<file path="src/rtl/mult_pkg.sv">
// Shared constants and state encoding for the shift-and-add multiplier.
package mult_pkg;

   localparam int N     = 4;
   localparam int CNT_W = $clog2(N) + 1;

   typedef enum logic [1:0] {
      IDLE = 2'd0,
      CALC = 2'd1,
      DONE = 2'd2
   } state_t;

endpackage : mult_pkg

</file>
<file path="src/rtl/rca4bit.sv">
// 4-bit ripple-carry adder built from a chain of full adders.
module rca4bit (
   input  logic [3:0] i_a,
   input  logic [3:0] i_b,
   input  logic       i_cin,
   output logic [3:0] o_sum,
   output logic       o_cout
);

   logic [4:0] w_carry;

   assign w_carry[0] = i_cin;

   for (genvar g = 0; g < 4; g++) begin : g_fa
      assign o_sum[g]     = i_a[g] ^ i_b[g] ^ w_carry[g];
      assign w_carry[g+1] = (i_a[g] & i_b[g]) | (w_carry[g] & (i_a[g] ^ i_b[g]));
   end

   assign o_cout = w_carry[4];

endmodule : rca4bit

</file>
<file path="src/rtl/shift_add_mult4.sv">
// Sequential unsigned 4x4 multiplier: one add-and-shift step per CALC cycle,
// result registered on the last step and held until the next operation ends.
module shift_add_mult4
   import mult_pkg::*;
#(
   parameter int N = mult_pkg::N
) (
   input  logic           clk,
   input  logic           rst_n,
   input  logic           start,
   input  logic [N-1:0]   a,
   input  logic [N-1:0]   b,
   output logic           busy,
   output logic           done,
   output logic [2*N-1:0] product
);

   state_t           r_state;
   state_t           w_state_next;
   logic [N-1:0]     r_m;
   logic [N-1:0]     r_q;
   logic [N-1:0]     r_acc;
   logic [CNT_W-1:0] r_cnt;
   logic [2*N-1:0]   r_product;

   logic [N-1:0]     w_addend;
   logic [N-1:0]     w_sum;
   logic             w_cout;
   logic             w_accept;
   logic             w_last;

   // Gating M with Q[0] makes a skipped add equal to ACC+0 with no carry out.
   assign w_addend = r_m & {N{r_q[0]}};

   rca4bit u_adder (
      .i_a    (r_acc),
      .i_b    (w_addend),
      .i_cin  (1'b0),
      .o_sum  (w_sum),
      .o_cout (w_cout)
   );

   assign w_accept = start && (r_state != CALC);
   assign w_last   = (r_cnt == CNT_W'(N - 1));

   // NOTE: every output of a combinational block gets a default first, so no path leaves it unassigned and infers a latch.
   always_comb begin
      w_state_next = r_state;
      unique case (r_state)
         IDLE:    if (start)  w_state_next = CALC;
         CALC:    if (w_last) w_state_next = DONE;
         DONE:    w_state_next = start ? CALC : IDLE;
         default: w_state_next = IDLE;
      endcase
   end

   // NOTE: state is updated with non-blocking assignments so every register samples pre-edge values.
   always_ff @(posedge clk or negedge rst_n) begin
      if (!rst_n) begin
         r_state <= IDLE;
      end else begin
         r_state <= w_state_next;
      end
   end

   // The carry shifts straight into ACC's MSB, so the shifted-out C is always 0.
   always_ff @(posedge clk or negedge rst_n) begin
      if (!rst_n) begin
         r_m       <= '0;
         r_q       <= '0;
         r_acc     <= '0;
         r_cnt     <= '0;
         r_product <= '0;
      end else if (w_accept) begin
         r_m   <= a;
         r_q   <= b;
         r_acc <= '0;
         r_cnt <= '0;
      end else if (r_state == CALC) begin
         r_acc <= {w_cout, w_sum[N-1:1]};
         r_q   <= {w_sum[0], r_q[N-1:1]};
         r_cnt <= r_cnt + CNT_W'(1);
         if (w_last) begin
            r_product <= {w_cout, w_sum, r_q[N-1:1]};
         end
      end
   end

   assign busy    = (r_state == CALC);
   assign done    = (r_state == DONE);
   assign product = r_product;

endmodule : shift_add_mult4

</file>
<file path="config.mk">
export PLATFORM = sky130hd
export DESIGN_NAME = shift_add_mult4
export DESIGN_NICKNAME = d
export VERILOG_FILES = /design/src/rtl/mult_pkg.sv /design/src/rtl/rca4bit.sv /design/src/rtl/shift_add_mult4.sv
export SDC_FILE = /design/constraint.sdc
export NUM_CORES = 1
export LEC_CHECK = 0
export BUFFER_PORTS_ARGS = -buffer_cell sky130_fd_sc_hd__buf_2
export CELL_PAD_IN_SITES_DETAIL_PLACEMENT = 1
export CELL_PAD_IN_SITES_GLOBAL_PLACEMENT = 1
export CORE_MARGIN = 10
export CORE_UTILIZATION = 38
export CTS_CLUSTER_SIZE = 24
export DETAILED_ROUTE_END_ITERATION = 12
export PLACE_DENSITY_LB_ADDON = 0.05
export SLEW_MARGIN = 40
export SYNTH_ARGS = -nofsm -noshare
export SYNTH_HDL_FRONTEND = slang
export SYNTH_SLANG_ARGS = --single-unit
</file>
<file path="constraint.sdc">
create_clock -name clk -period 2.1 [get_ports clk]
set_input_delay 0.42 -clock clk [delete_from_list [all_inputs] [get_ports clk]]
set_output_delay 0.42 -clock clk [all_outputs]
set_load 0.01 [all_outputs]
</file>
==> impl_metrics.toml <==
[status]
status = "completed"

[floorplanning]
pin_count = 21
core_um2 = 2829
num_rows = 19
die_area_um2 = 5657
die_y_um = 75.22
start_util_pct = 40.96
die_w_um = 75.22

[timing]
fin_crit_ps = 2055
post-route-period-util_pct = 97.84
final.setup_skew_ps = 1.480
fmax_mhz = 486.7
layout_setup_ws_ps = 45.38
setup_tns_ps = 0
finalMaxSlewViolations = 0
holdWs_ps = 76.12
rsz0062_at_grt = "yes"
tightest_slew_ps = 561.0
hold_viol = 0
setup_viol = 0
maxSlewHeadroom_pct = 62.60

[pwr]
peakVddDrop_v = 0.0005146
power.total_mw = 1.789
leakage_nw = 0.6576
power_density_nw_per_um2 = 1346

[setup_path]
cpMostUsedCell = "fa_2"
cp.depth = 7
critPathRequiredTime_ps = 2310
reg2reg_setup_slack_ps = 50
r2r_start = "r_m[0]"
path_buf_inv = 1
reg2reg_to = "product[6]"
critical_path.startpoint = "r_m[0]"
reg2reg_depth = 7
worstSetupPathType = "register to register"
critPathCapture = "product[6]"
cp-end-kind = "register"
cp_top_family = "adder cells"
crit_chain = "and2_4, ha_4, inv_2, fa_2, fa_2, fa_1, o21ai_1"
cp_max_fo = 2
critPathArrivalTime_ps = 2270
start_kind = "register"
cp_slowest_cell = "fa_1"
slowest_delay_ps = 520

[yosys]
yosys_warnings = 0
synth_cells = 95
yosysTopAreaCell = "dfrtp_1"
synth.area.top_cells = "dfrtp_1, mux2_2, fa_1"
synth_area_um2 = 1159
synth_top_area_share_pct = 54.00
ys_seq_elements = 25
syn_nets = 112
syn_avg_cell_area_um2 = 12.20
yosysUniqueCellTypes = 20
yosysSeqAreaShare_pct = 54.00

[layout]
antenna_cells = 0
synthToLayoutAreaGrowth_pct = 14.69
drive_gt1_share_pct = 40.68
finalNonFillerCells = 149
fin_nets = 136
final_common_cell = "dfrtp_1"
final_area_um2 = 1329
layout_common_cells = "dfrtp_1, buf_2, nand2_1"
final_util_pct = 46.97

[grt]
grt_pass1_vias = 862
grt_max_degree = 26
grt_use_total_pct = 9.064
grt_pass1_wl_um = 3933
grt-ovfl-total = 0
antenna_found_initial = 0

[placement]
place_hpwl_um = 1711
dp_slack_ps = -7.929
port-buffer-count = 20
globalplace.congestion = 0.6692
place_inst = 145
dpl_cell_area_um2 = 1287

[clock_network]
clock-sinks = 25
cts_setup_buffers = 0
cts_root_buf = "clkbuf_4"
clock_tree.buffer_depth = 2
cts_tree = "done"
numCtsBuffers = 3
htree_levels = 1
path_clk_slew_ps = 130
clk_latency_ps = 310

[drt]
wl_per_cell_um = 15.19
ant_nets = 0
viasPerCell = 4.913
vias = 732
routed_wl_um = 2264
firstDrtPassIters = 3
drc = 0
drt-initial-drc-count = 13

[flow_run]
maxCapViolCount = 0

[hold_path]
min_path_type = "input pin to asynchronous set/reset pin"
synthesized netlist by cell type, drive strengths merged:
| cell type | count |
|---|---|
| nand2b | 1 |
| o21ai | 14 |
| o22ai | 1 |
| ha | 3 |
| and2 | 1 |
| dfrtp | 25 |
| buf | 4 |
| mux2 | 8 |
| fa | 3 |
| nand2 | 14 |
| and2b | 1 |
| nand3 | 7 |
| nand3b | 1 |
| inv | 8 |
| mux2i | 4 |
area by class of cell:
cell class / instances / area, um^2
Multi-Input combinational cell: 58 / 485.5
Timing Repair Buffer: 23 / 122.6
Clock buffer: 4 / 26.28
Fill cell: 332 / 1500
Sequential cell: 25 / 625.6
Inverter: 8 / 30.03
Tap cell: 31 / 38.79
how the worst min path moves through the flow:
stage	from	to	slack, ps
global placement	rst_n	r_state[0]	450
CTS	rst_n	r_state[0]	90
finish	rst_n	r_state[0]	80
detailed placement	rst_n	r_state[0]	450
floorplan	rst_n	product[0]	120
global route	rst_n	r_acc[1]	90
sequential cells by signal, summed over array words and instances (netlist names):
register and count:
product 8, r_state 2, r_q 4, r_acc 4, r_m 4, r_cnt 3
kinds of logic (layout without fill, tap and decap cells):
kind of cell | count (synthesis) | count (layout) | share of synthesized area, %
AO/OA/AOI/OAI | 15 | 15 | 8.532
adder cells (fa/ha/maj) | 6 | 6 | 8.424
buffers and inverters | 12 | 35 | 5.831
flip-flops | 25 | 25 | 54.00
multiplexers | 12 | 12 | 11.56
AND/OR/NAND/NOR | 25 | 25 | 11.66
per-layer routing:
| metal | GRT usage [%] | wire (um) |
|---|---|---|
| met1 | 11.32 | 1103 |
| met2 | 13.81 | 1022 |
| met4 | 3.711 | 14 |
| met5 | 0 | 0 |
| met3 | 3.417 | 123 |
repair_timing:
| item | in CTS | in global routing |
|---|---|---|
| pin swaps | 1 | 1 |
| setup endpoints to repair | 1 | 3 |
| hold buffers | 0 | 0 |
| resized for setup | 1 | 4 |
worst register-to-register path: cells and delay by family, from the launching register on:
family,cells,cell delay (ps)
buffers and inverters,1,30
AND/OR/NAND/NOR,1,150
adder cells (fa/ha/maj),4,1340
flip-flops,1,370
AO/OA/AOI/OAI,1,80
power by group:
| part | internal, mW | leakage, nW | total [mW] | switching (mW) |
|---|---|---|---|---|
| clock | 0.0741 | 0.0150 | 0.214 | 0.140 |
| combinational | 0.372 | 0.326 | 0.780 | 0.408 |
| sequential | 0.677 | 0.317 | 0.795 | 0.117 |
(Power assumes the default switching activity.)
